==> src/rtl/alu_operand_entry.sv <==
// ============================================================================
// alu_operand_entry
//
// Input-side sequencer for the ALU demo board. The user enters operand A,
// operand B and the opcode one at a time on the same switches. Each entry is
// confirmed with a debounced ENTER button. A debounced BACK button steps back
// one stage. The captured values drive the ALU; stage information drives the
// LEDs and the display mux.
//
// Parameters
//   N                operand width in bits
//   DEBOUNCE_CYCLES  consecutive stable clocks before a button level change
//                    is accepted
//
// Ports
//   CLK100MHZ     in   system clock (only clock domain)
//   CPU_RESETN    in   asynchronous active-low reset
//   data_in       in   raw operand switches (asynchronous)
//   op_in         in   raw opcode switches (asynchronous)
//   btn_enter     in   raw ENTER button, active-high, bouncy
//   btn_back      in   raw BACK button, active-high, bouncy
//   op_a          out  registered operand A
//   op_b          out  registered operand B
//   opcode        out  registered opcode
//   stage         out  current state code (0=A, 1=B, 2=OP, 3=SHOW)
//   result_valid  out  high while in SHOW
//   load_pulse    out  one-cycle pulse in the first cycle of SHOW
// ============================================================================
module alu_operand_entry #(
    parameter int N               = 7,
    parameter int DEBOUNCE_CYCLES = 1000000
) (
    input  logic         CLK100MHZ,
    input  logic         CPU_RESETN,
    input  logic [N-1:0] data_in,
    input  logic [1:0]   op_in,
    input  logic         btn_enter,
    input  logic         btn_back,
    output logic [N-1:0] op_a,
    output logic [N-1:0] op_b,
    output logic [1:0]   opcode,
    output logic [1:0]   stage,
    output logic         result_valid,
    output logic         load_pulse
);

    typedef enum logic [1:0] {
        ST_ENTER_A  = 2'd0,
        ST_ENTER_B  = 2'd1,
        ST_ENTER_OP = 2'd2,
        ST_SHOW     = 2'd3
    } state_t;

    localparam int            CW      = (DEBOUNCE_CYCLES > 1) ? $clog2(DEBOUNCE_CYCLES) : 1;
    localparam logic [CW-1:0] CNT_MAX = CW'(DEBOUNCE_CYCLES - 1);

    // ------------------------------------------------------------------
    // Two-flop synchronizers. Button bit 0 = ENTER, bit 1 = BACK.
    // ------------------------------------------------------------------
    logic [N-1:0] data_meta_q, data_sync_q;
    logic [1:0]   op_meta_q,   op_sync_q;
    logic [1:0]   btn_meta_q,  btn_sync_q;
    logic [1:0]   btn_raw;

    assign btn_raw = {btn_back, btn_enter};

    always_ff @(posedge CLK100MHZ or negedge CPU_RESETN) begin
        if (!CPU_RESETN) begin
            data_meta_q <= '0;
            data_sync_q <= '0;
            op_meta_q   <= '0;
            op_sync_q   <= '0;
            btn_meta_q  <= '0;
            btn_sync_q  <= '0;
        end else begin
            data_meta_q <= data_in;
            data_sync_q <= data_meta_q;
            op_meta_q   <= op_in;
            op_sync_q   <= op_meta_q;
            btn_meta_q  <= btn_raw;
            btn_sync_q  <= btn_meta_q;
        end
    end

    // ------------------------------------------------------------------
    // Debounce, one instance per button. The press pulse is registered,
    // so the FSM acts one cycle after the debounced level rises.
    // ------------------------------------------------------------------
    logic [1:0] btn_press;

    generate
        for (genvar gi = 0; gi < 2; gi++) begin : g_btn
            logic          level_q, level_d;
            logic          press_q, press_d;
            logic [CW-1:0] cnt_q,   cnt_d;

            always_comb begin
                level_d = level_q;
                press_d = 1'b0;
                cnt_d   = '0;
                if (btn_sync_q[gi] != level_q) begin
                    if (cnt_q == CNT_MAX) begin
                        level_d = ~level_q;
                        // Pulse only on the rising toggle of the stable level.
                        press_d = ~level_q;
                    end else begin
                        cnt_d = cnt_q + 1'b1;
                    end
                end
            end

            always_ff @(posedge CLK100MHZ or negedge CPU_RESETN) begin
                if (!CPU_RESETN) begin
                    level_q <= 1'b0;
                    press_q <= 1'b0;
                    cnt_q   <= '0;
                end else begin
                    level_q <= level_d;
                    press_q <= press_d;
                    cnt_q   <= cnt_d;
                end
            end

            assign btn_press[gi] = press_q;
        end
    endgenerate

    // ------------------------------------------------------------------
    // Entry sequencer
    // ------------------------------------------------------------------
    state_t       state_q, state_d;
    logic [N-1:0] op_a_q, op_a_d, op_b_q, op_b_d;
    logic [1:0]   opcode_q, opcode_d;
    logic         valid_q, valid_d;
    logic         load_q, load_d;

    always_comb begin
        state_d  = state_q;
        op_a_d   = op_a_q;
        op_b_d   = op_b_q;
        opcode_d = opcode_q;
        load_d   = 1'b0;
        // ENTER has priority; a simultaneous BACK is dropped.
        if (btn_press[0]) begin
            case (state_q)
                ST_ENTER_A: begin
                    op_a_d  = data_sync_q;
                    state_d = ST_ENTER_B;
                end
                ST_ENTER_B: begin
                    op_b_d  = data_sync_q;
                    state_d = ST_ENTER_OP;
                end
                ST_ENTER_OP: begin
                    opcode_d = op_sync_q;
                    state_d  = ST_SHOW;
                    load_d   = 1'b1;
                end
                default: state_d = ST_ENTER_A;
            endcase
        end else if (btn_press[1]) begin
            case (state_q)
                ST_ENTER_B:  state_d = ST_ENTER_A;
                ST_ENTER_OP: state_d = ST_ENTER_B;
                ST_SHOW:     state_d = ST_ENTER_OP;
                default:     state_d = ST_ENTER_A;
            endcase
        end
        // Derived from the next state so it tracks stage exactly.
        valid_d = (state_d == ST_SHOW);
    end

    always_ff @(posedge CLK100MHZ or negedge CPU_RESETN) begin
        if (!CPU_RESETN) begin
            state_q  <= ST_ENTER_A;
            op_a_q   <= '0;
            op_b_q   <= '0;
            opcode_q <= '0;
            valid_q  <= 1'b0;
            load_q   <= 1'b0;
        end else begin
            state_q  <= state_d;
            op_a_q   <= op_a_d;
            op_b_q   <= op_b_d;
            opcode_q <= opcode_d;
            valid_q  <= valid_d;
            load_q   <= load_d;
        end
    end

    assign op_a         = op_a_q;
    assign op_b         = op_b_q;
    assign opcode       = opcode_q;
    assign stage        = state_q;
    assign result_valid = valid_q;
    assign load_pulse   = load_q;

endmodule

==> config.mk <==
export PLATFORM = sky130hd
export DESIGN_NAME = alu_operand_entry
export DESIGN_NICKNAME = d
export VERILOG_FILES = /design/src/rtl/alu_operand_entry.sv
export SDC_FILE = /design/constraint.sdc
export NUM_CORES = 1
export LEC_CHECK = 0
export BUFFER_PORTS_ARGS = -buffer_cell sky130_fd_sc_hd__buf_2
export CORE_UTILIZATION = 30
export CTS_CLUSTER_SIZE = 12
export DETAILED_ROUTE_END_ITERATION = 6
export PLACE_DENSITY = 0.49
export SYNTH_ARGS = -nofsm -noshare
export SYNTH_HDL_FRONTEND = slang
export SYNTH_SLANG_ARGS = --single-unit
==> constraint.sdc <==
create_clock -name CLK100MHZ -period 1.8 [get_ports CLK100MHZ]
set_input_delay 0 -clock CLK100MHZ [delete_from_list [all_inputs] [get_ports CLK100MHZ]]
set_output_delay 0 -clock CLK100MHZ [all_outputs]
set_load 0.05 [all_outputs]
==> results of run 1 <==
## registers in the layout, summed over array words and instances (netlist names)
register	count
g_btn.cnt_q	40
data_meta_q	7
data_sync_q	7
op_a	7
op_b	7
btn_meta_q	2
btn_sync_q	2
g_btn.level_q	2
g_btn.press_q	2
op_meta_q	2
op_sync_q	2
opcode	2
stage	2
load_pulse	1
result_valid	1
## layer usage
metal	vias up	wire length [um]
met2	45	2730
met3	7	250
met1	1167	3300
met5	-	0
li1	1149	-
met4	0	102
## logic make-up after synthesis
| family | share of synthesized area [%] |
|---|---|
| AOI/OAI and AO/OA | 4.05 |
| xor gates and xnor gates | 7.09 |
| adders and majority gates | 2.09 |
| buffers and inverters | 2.09 |
| DFF | 60.1 |
| muxes | 6.49 |
| and+or+nand+nor | 18.1 |
## cell type report
type / count / area [um^2]
Tap cell: 143 / 179
Inverter: 10 / 37.5
Timing Repair Buffer: 55 / 390
Multi-Input combinational cell: 193 / 1390
Fill cell: 1114 / 7060
Clock buffer: 10 / 229
Clock inverter: 6 / 86.3
Sequential cell: 86 / 2150
## path summary, 6_finish.rpt
| check | start | endpoint | slack (ns) |
|---|---|---|---|
| worst max-delay path | g_btn[0].cnt_q[0] | g_btn[0].cnt_q[18] | 0.14 |
| worst min-delay path | CPU_RESETN | op_b[6] | 0.11 |
| worst max register to register | g_btn[0].cnt_q[0] | g_btn[0].cnt_q[18] | 0.14 |
| worst min register to register | op_meta_q[0] | op_sync_q[0] | 0.35 |
| max in group asynchronous | CPU_RESETN | g_btn[1].cnt_q[12] | 1.10 |
| min in group CLK100MHZ | data_in[6] | data_meta_q[6] | 0.31 |
## synth_stat cells, drive strengths merged, types with 2 or more instances
cell type   n  share of area (%)
nand4      12                2.7
nand2      17                1.8
or3         2               0.35
mux2       18                5.7
xnor2      17                4.2
buf         5               0.94
o21ai       5               0.70
and3b       2               0.49
or2         2               0.42
and3        5               0.87
nor2       35                3.7
nor4        9                1.9
inv        10                1.0
nor3        8                1.3
o31ai       3                1.0
nand3      11                1.7
mux2i       3               0.84
dfrtp      86                 60
ha          6                2.1
nor4b       2               0.49
a21oi       8                1.1
and4        3               0.73
xor2       12                2.9
nand4b      3               0.73
## worst max-delay path: stages, from the launching register on
cell and delay (ns):
dfrtp_1 0.38, ha_2 0.23, nand4_1 0.27, nor4_4 0.41, nand4_1 0.13, a21oi_1 0.16
## power by group through the flow
stage	Sequential, mW	Clock, mW	Combinational [mW]
after detailed placement	2.03	0	0.110
after CTS	1.99	2.03	0.130
final	1.99	1.96	0.124
after global placement	2.02	0	0.109
after floorplan	2.02	0	0.0359
after global routing	1.99	2.11	0.146
## stage by stage
step / hold slack, ns / TNS, ns / util (%) / total power [mW] / setup slack (ns)
floorplan: -0.296 / 0 / - / 2.06 / 0.136
finish: 0.113 / 0 / 38.7 / 4.07 / 0.135
global route: 0.140 / -0.0127 / 38.7 / 4.25 / -0.0127
global placement: -0.0662 / 0 / 34.7 / 2.13 / 0.159
detailed placement: -0.0633 / 0 / 34.7 / 2.14 / 0.0672
CTS: 0.120 / 0 / 38.5 / 4.15 / 0.0564
## timing repair
action                                  4_1_cts  5_1_grt
hold buffers                                 12        0
endpoints found under the hold margin        97        0
endpoints found under the setup margin        0        5
resized for setup                             0        5
==> out/qor.csv, run 1 <==
metric,value,unit
coreArea,0.0115,mm^2
fmax,601,MHz
end_kind,flip-flop,
p_seq_share,48.9,%
maxSlewViolCount,0,
synth_top_flop_cell,dfrtp_1,
drtIter0Drc,83,
switchingPower,0.833,mW
gr-usage-all-layers,11.6,%
clock_path_buffers,2,
grt-ovfl-total,0,
layout_common_cells,"86 x dfrtp_1, 34 x nor2_1, 31 x buf_2, 17 x nand2_1, 17 x xnor2_1",
setup_violations,0,
gp_congestion,0.758,
power.density,912,mW/mm^2
clockPowerShare,48.1,%
critical_path_peak_fanout,5,
switching_share,20.5,%
synth_area,0.00358,mm^2
die_w,111,um
grt_pass1_vias,2344,
gr-usage-met2,17.6,%
cp.arrival,1.92,ns
viasPerCell,4.71,
initial_core_util,31.1,%
insertion_delay,0.33,ns
syn_nets,314,
cts.sink_count,86,
grt_busiest_layer,met2,
worst_pin_slew,0.363,ns
remaining_drc_errors,12,
synth_cell_type_count,45,
fin_skew,0.00548,ns
rr_worst_depth,5,
cts_root_buffer,clkbuf_16,
period_minus_slack,1.66,ns
grt_pass1_wl,11.5,mm
wire_per_inst,12.7,um
place_area,0.00400,mm^2
antenna_found_initial,0,
chipHeight,111,um
cap_violations,0,
async_reset_ff_share,100,%
final_cells,503,
p_int,3.24,mW
tritoncts,done,
violations,DRC,
combPwrFrac,3.1,%
cts_setup_buffers,0,
boundaryPins,33,
cts_buffers,9,
vias,2368,
mostFrequentLayoutCell,dfrtp_1,
numPlacedInstances,475,
critPathLaunchType,flip-flop,
antennaDiodeCount,0,
synth_cells,295,
final_nets,374,
place_hpwl,4.36,mm
seq_area_frac_synth,60.1,%
fin_crit_sh,92.5,%
hold_violations,0,
rows,39,
grt_max_degree,44,
fin_area,0.00446,mm^2
power.leakage,2.04,nW
met1_usage,15.4,%
die_area,0.0124,mm^2
synth_edf_count,0,
vdd_drop_max,508,uV
area_growth,24.5,%
synth_warnings,0,
worstPathRequired,2.05,ns
cts.clk_slew.worst_paths,0.06,ns
drive_above_1_share,24.7,%
portBuffers,32,
rsz0062_at_grt,yes,
wirelength,6.39,mm
hp-class,in -> async,
drtAntennaViolNets,0,
h-tree-depth,3,
synth-seq-cells,86,
outcome,finished with violations,
syn-mean-instance-area,12.1,um^2
drt_pass1_iterations,6,
slew_headroom,75.5,%
critical_path_class,reg -> reg,
met3_usage,3.50,%
Power figures use the tool's default switching activity.
==> inputs of run 2 (changes only) <==
--- a/config.mk
+++ b/config.mk
@@ -5,11 +5,14 @@
 export SDC_FILE = /design/constraint.sdc
 export NUM_CORES = 1
 export LEC_CHECK = 0
+export ABC_AREA = 1
 export BUFFER_PORTS_ARGS = -buffer_cell sky130_fd_sc_hd__buf_2
+export CELL_PAD_IN_SITES_DETAIL_PLACEMENT = 1
+export CELL_PAD_IN_SITES_GLOBAL_PLACEMENT = 2
 export CORE_UTILIZATION = 30
 export CTS_CLUSTER_SIZE = 12
 export DETAILED_ROUTE_END_ITERATION = 6
-export PLACE_DENSITY = 0.49
+export PLACE_DENSITY = 0.69
 export SYNTH_ARGS = -nofsm -noshare
 export SYNTH_HDL_FRONTEND = slang
 export SYNTH_SLANG_ARGS = --single-unit
==> run 2 against run 1 <==
Area after synthesis is 7.9% higher. Total power is 1.2% lower. Global-route usage is 3.2 points higher. Combinational power is 6% higher. Largest power group unchanged. Sequential share of layout area is 2.2 points lower. Sequential power hardly changed. Setup slack better by 0.19 ns. The run still ends with DRC left. Maximum frequency is 13% higher. First-iteration DRC count is 43% higher. Core utilization is 1.5 points lower. Critical path depth is 1 higher.
==> out/qor.csv, run 2 <==
metric,value,unit
outcome,finished with violations,
violations,DRC,
rr_worst_depth,6,
portBuffers,32,
synth_warnings,0,
boundaryPins,33,
hold-worst-slack,0.243,ns
synth_cell_type_count,30,
grt-ovfl-total,0,
gp_congestion,0.751,
critical_path_peak_fanout,8,
antenna_found_initial,0,
hp-class,in -> async,
synthTopCellsByCount,"86 x dfrtp_1, 84 x nor2_1, 82 x nand2_1",
slew_headroom,61.3,%
vdd_drop_max,348,uV
final_nets,499,
power,4.02,mW
syn_nets,446,
synth_area,0.00386,mm^2
synth_area_leaders,"dfrtp_1 56%, nor2_1 8.2%, nand2_1 8.0%",
fin_skew,0.00811,ns
async_reset_ff_share,100,%
critical_path_class,reg -> reg,
synth_edf_count,0,
drive_above_1_share,17.5,%
yosys.area.top_type,dfrtp_1,
antennaDiodeCount,0,
fmax,678,MHz
h-tree-depth,3,
startpoint,g_btn[1].cnt_q[0],
wire_per_inst,13.4,um
synth-seq-cells,86,
numPlacedInstances,629,
grt_pass1_wl,15.1,mm
r2r-end,g_btn[1].cnt_q[18],
fin_crit_sh,82.0,%
syn-mean-instance-area,9.05,um^2
maxSlewViolCount,0,
synth_most_common_cell,dfrtp_1,
die_w,116,um
end_kind,flip-flop,
mostFrequentLayoutCell,dfrtp_1,
remaining_drc_errors,2,
dp_slack,0.310,ns
worstPathRequired,2.02,ns
power.leakage,2.17,nW
worst_pin_slew,0.578,ns
final_cells,657,
synth_cells,427,
gr-usage-all-layers,14.8,%
chipHeight,116,um
vias,2929,
setup_slack,0.324,ns
grt_pass1_vias,3094,
cts_buffers,9,
drtIter0Drc,119,
post_cts_resized,0,
grt_max_degree,87,
cp.arrival,1.70,ns
place_hpwl,6.43,mm
drt_pass1_iterations,6,
top_register,g_btn.cnt_q,
drtAntennaViolNets,0,
cap_violations,0,
layout_common_cells,"86 x dfrtp_1, 84 x nor2_1, 82 x nand2_1, 41 x inv_1, 31 x buf_2",
rsz0062_at_grt,no,
cts_root_buffer,clkbuf_16,
rows,41,
tritoncts,done,
largest_register_ffs,40,
fill_cells,1494,
hold_violations,0,
coreArea,0.0126,mm^2
cts.sink_count,86,
power.density,860,mW/mm^2
seq_area_frac_synth,55.7,%
setup_violations,0,
clock_path_buffers,2,
regToRegSetupSlack,0.32,ns
insertion_delay,0.34,ns
die_area,0.0133,mm^2
r2r-start,g_btn[1].cnt_q[0],
critPathLaunchType,flip-flop,
period_minus_slack,1.48,ns
cts.clk_slew.worst_paths,0.07,ns
initial_core_util,30.8,%
synth_top_flop_cell,dfrtp_1,
wirelength,8.83,mm
area_growth,21.0,%
post-synth-top-area-fraction,55.7,%
viasPerCell,4.46,
tns,0,ns
## run 2: changes by cell type in the layout (fill, tap and decap cells not counted), sizes merged, moves of 10 or more
cell	change
buf	-10
nand2	+74
mux2	-18
nand3	+21
inv	+36
o21ai	+17
nor2	+63
## run 2: timing repair
| item | CTS | global route |
|---|---|---|
| hold buffers | 12 | 0 |
| buffers inserted | 0 | 0 |
| endpoints found under the hold margin | 97 | 0 |
## run 2: where the power goes
group          switching [mW]  total [mW]  internal, mW
clock                   0.808        1.90          1.09
combinational          0.0832       0.132        0.0484
sequential             0.0190        1.99          1.97
## run 2: worst max path at each step
stage	depth (start not counted)	endpoint	slack (ns)
4_1_cts	6	g_btn[1].cnt_q[18]	0.30
5_1_grt	6	result_valid	0.18
2_1_floorplan	5	op_a[0]	0.20
6_report	6	g_btn[1].cnt_q[18]	0.32
3_3_place_gp	6	result_valid	0.33
3_5_place_dp	6	g_btn[1].cnt_q[18]	0.31
## run 2: critical path, stage by stage (launching register included)
cell and delay [ns]:
dfrtp_1 0.37, ha_1 0.23, nand3_2 0.15, nor2_4 0.15, nand3_2 0.19, nand2_2 0.20
nor2_1 0.07
## run 2: layout make-up
class / count / area, um^2 / share of cell area [%]
Clock buffer: 9 / 225 / 4.82
Clock inverter: 7 / 80.1 / 1.71
Inverter: 43 / 161 / 3.45
Multi-Input combinational cell: 295 / 1540 / 32.9
Sequential cell: 86 / 2150 / 46.0
Tap cell: 172 / 215 / 4.60
Timing Repair Buffer: 45 / 303 / 6.48
## run 2: logic make-up (layout without fill, tap and decap cells)
logic type,after synthesis,count (layout),share of synthesized area [%]
AO/OA/AOI/OAI,30,30,4.27
XOR/XNOR,22,22,5.18
adder cells (fa/ha/maj),6,6,1.94
buffers and inverters,46,104,4.50
flip-flops,86,86,55.7
AND/OR/NAND/NOR,237,237,28.4
## run 2: per-stage QoR
stage               instance area (um^2)  utilization (%)
floorplan                           3860                -
global placement                    4250             33.8
detailed placement                  4250             33.8
CTS                                 4680             37.2
global route                        4680             37.2
finish                              4680             37.2
## run 2: per-layer routing
metal | share of wire, % | global-route usage (%)
met1 | 49 | 18.9
met2 | 47 | 24.6
met3 | 2.3 | 2.35
met4 | 1.8 | 6.75
met5 | 0 | 0
==> inputs of run 3 (changes only) <==
--- a/config.mk
+++ b/config.mk
@@ -12,7 +12,7 @@
 export CORE_UTILIZATION = 30
 export CTS_CLUSTER_SIZE = 12
 export DETAILED_ROUTE_END_ITERATION = 6
-export PLACE_DENSITY = 0.69
+export PLACE_DENSITY = 0.72
 export SYNTH_ARGS = -nofsm -noshare
 export SYNTH_HDL_FRONTEND = slang
 export SYNTH_SLANG_ARGS = --single-unit
==> constraint.sdc (replaced) <==
create_clock -name CLK100MHZ -period 1.35 [get_ports CLK100MHZ]
set_input_delay 0 -clock CLK100MHZ [delete_from_list [all_inputs] [get_ports CLK100MHZ]]
set_output_delay 0 -clock CLK100MHZ [all_outputs]
set_load 0.05 [all_outputs]
==> run 3 against run 2 <==
The flow now finishes without violations. Sequential cell count unchanged. Global-route usage rose by 0.91 points. Cell count up 8.1%. First-iteration DRC count unchanged. Sequential power up 33%. Largest power group unchanged. Critical endpoint is now g_btn[0].cnt_q[5]. Maximum frequency is 10% higher. Critical path type unchanged. Hold slack worse by 0.16 ns. Total power grew 35%. Clock skew rose by 0.0020 ns. Setup slack worse by 0.32 ns. Wire length increased by 9.7%.
==> out/qor.csv, run 3 (synthesis results as in run 2) <==
metric,value,unit
antenna_found_initial,0,
critPathLaunchType,flip-flop,
vdd_drop_max,528,uV
cts_buffers,9,
fin_skew,0.0101,ns
cts.clk_slew.worst_paths,0.07,ns
setup_violations,0,
grt_pass1_wl,15.9,mm
hold_violations,0,
multi_input_area,0.00173,mm^2
largest_register_ffs,40,
place_hpwl,6.88,mm
regToRegSetupSlack,0.008,ns
cts.sink_count,86,
viasPerCell,4.44,
remaining_drc_errors,0,
cap_violations,0,
dp_slack,-0.122,ns
top_register,g_btn.cnt_q,
gr-usage-all-layers,15.7,%
slew_headroom,79.3,%
power.density,1030,mW/mm^2
critical_path_peak_fanout,6,
final_util,42.1,%
boundaryPins,33,
antennaDiodeCount,0,
wire_per_inst,13.6,um
rr_worst_depth,6,
drtIter0Drc,119,
chipHeight,116,um
crit_chain,ha_4 > nand3_4 > nor2_4 > nand3_4 > nand2_4 > nor2_1,
fin_crit_sh,99.4,%
worst_pin_slew,0.308,ns
tritoncts,done,
fmax,745,MHz
r2r-end,g_btn[0].cnt_q[5],
portBuffers,32,
rsz0062_at_grt,yes,
r2r-start,g_btn[0].cnt_q[1],
crit_path_top_delay_cell,dfrtp_1,
tns,0,ns
worstPathRequired,1.58,ns
layout_common_cells,"81 x dfrtp_1, 77 x nand2_1, 66 x nor2_1, 51 x buf_4, 39 x inv_1",
drive_above_1_share,32.9,%
coreArea,0.0126,mm^2
period_minus_slack,1.34,ns
mostFrequentLayoutCell,dfrtp_1,
grt_pass1_vias,3308,
insertion_delay,0.35,ns
end_kind,flip-flop,
max_stage_delay,0.40,ns
wirelength,9.68,mm
gp_congestion,0.788,
grt-ovfl-total,0,
critical_path_class,reg -> reg,
hp-class,in -> async,
regArea,0.00216,mm^2
drt_pass1_iterations,4,
outcome,finished clean,
clock_path_buffers,2,
die_area,0.0133,mm^2
drtAntennaViolNets,0,
fill_cells,1426,
maxSlewViolCount,0,
cts_root_buffer,clkbuf_16,
final_nets,552,
die_w,116,um
rows,41,
initial_core_util,30.8,%
grt_max_degree,40,
area_growth,37.0,%
cp.arrival,1.57,ns
power.leakage,2.46,nW
h-tree-depth,3,
vias,3151,
power,5.44,mW
crit_top_cell,nand3_4,
setup_slack,0.00795,ns
hold-worst-slack,0.0808,ns
[run 3: worst max path at each step]
stage	startpoint	end	slack, ns	cells after the start
after floorplan	stage[0]	op_a[3]	0.01	6
after global placement	g_btn[0].cnt_q[0]	g_btn[0].cnt_q[9]	-0.05	6
after detailed placement	g_btn[0].cnt_q[0]	g_btn[0].cnt_q[18]	-0.12	6
after CTS	g_btn[0].cnt_q[1]	g_btn[0].cnt_q[5]	0.003	6
after global routing	g_btn[1].cnt_q[1]	g_btn[1].cnt_q[9]	-0.08	7
final	g_btn[0].cnt_q[1]	g_btn[0].cnt_q[5]	0.008	6
[run 3: layer usage]
layer	routed length (um)	track usage (%)	vias up	part of all wire, %
met5	0	0	-	0
met4	197	6.84	0	2.0
met3	242	3.14	14	2.5
met2	4930	27.4	39	51
met1	4310	18.7	1551	45
li1	-	-	1547	-
[run 3: critical path, delay by kind of cell, from the launching register on]
kind | cells | cell delay, ns
AND/OR/NAND/NOR | 5 | 0.67
adder cells (fa/ha/maj) | 1 | 0.17
flip-flops | 1 | 0.40
[run 3: layout make-up]
| cell class | count | area share, % |
|---|---|---|
| well taps | 172 | 4.06 |
| clock buffers | 10 | 4.51 |
| inverters | 43 | 3.05 |
| multi-input cells | 295 | 32.7 |
| repair buffers | 98 | 13.6 |
| clock inverters | 6 | 1.32 |
| flip-flops and latches | 86 | 40.8 |
[run 3: report_power, final]
group	switching, mW	leakage (nW)	internal, mW
Sequential	0.0272	1.14	2.62
Combinational	0.134	1.18	0.105
Clock	1.06	0.141	1.49
[run 3: what timing repair did]
| action | CTS | global route |
|---|---|---|
| buffers inserted | 2 | 17 |
| setup endpoints to repair | 18 | 42 |
| resized for setup | 9 | 47 |
| hold buffers | 12 | 0 |
| cloned | 0 | 0 |
| endpoints found under the hold margin | 97 | 0 |
| pin swaps | 5 | 19 |
[run 3: stage by stage]
| stage | area, um^2 | cells |
|---|---|---|
| finish | 5300 | 710 |
| global route | 5300 | 710 |
| detailed placement | 4520 | 663 |
| global placement | 4520 | 663 |
| floorplan | 3880 | 427 |
| CTS | 5010 | 693 |
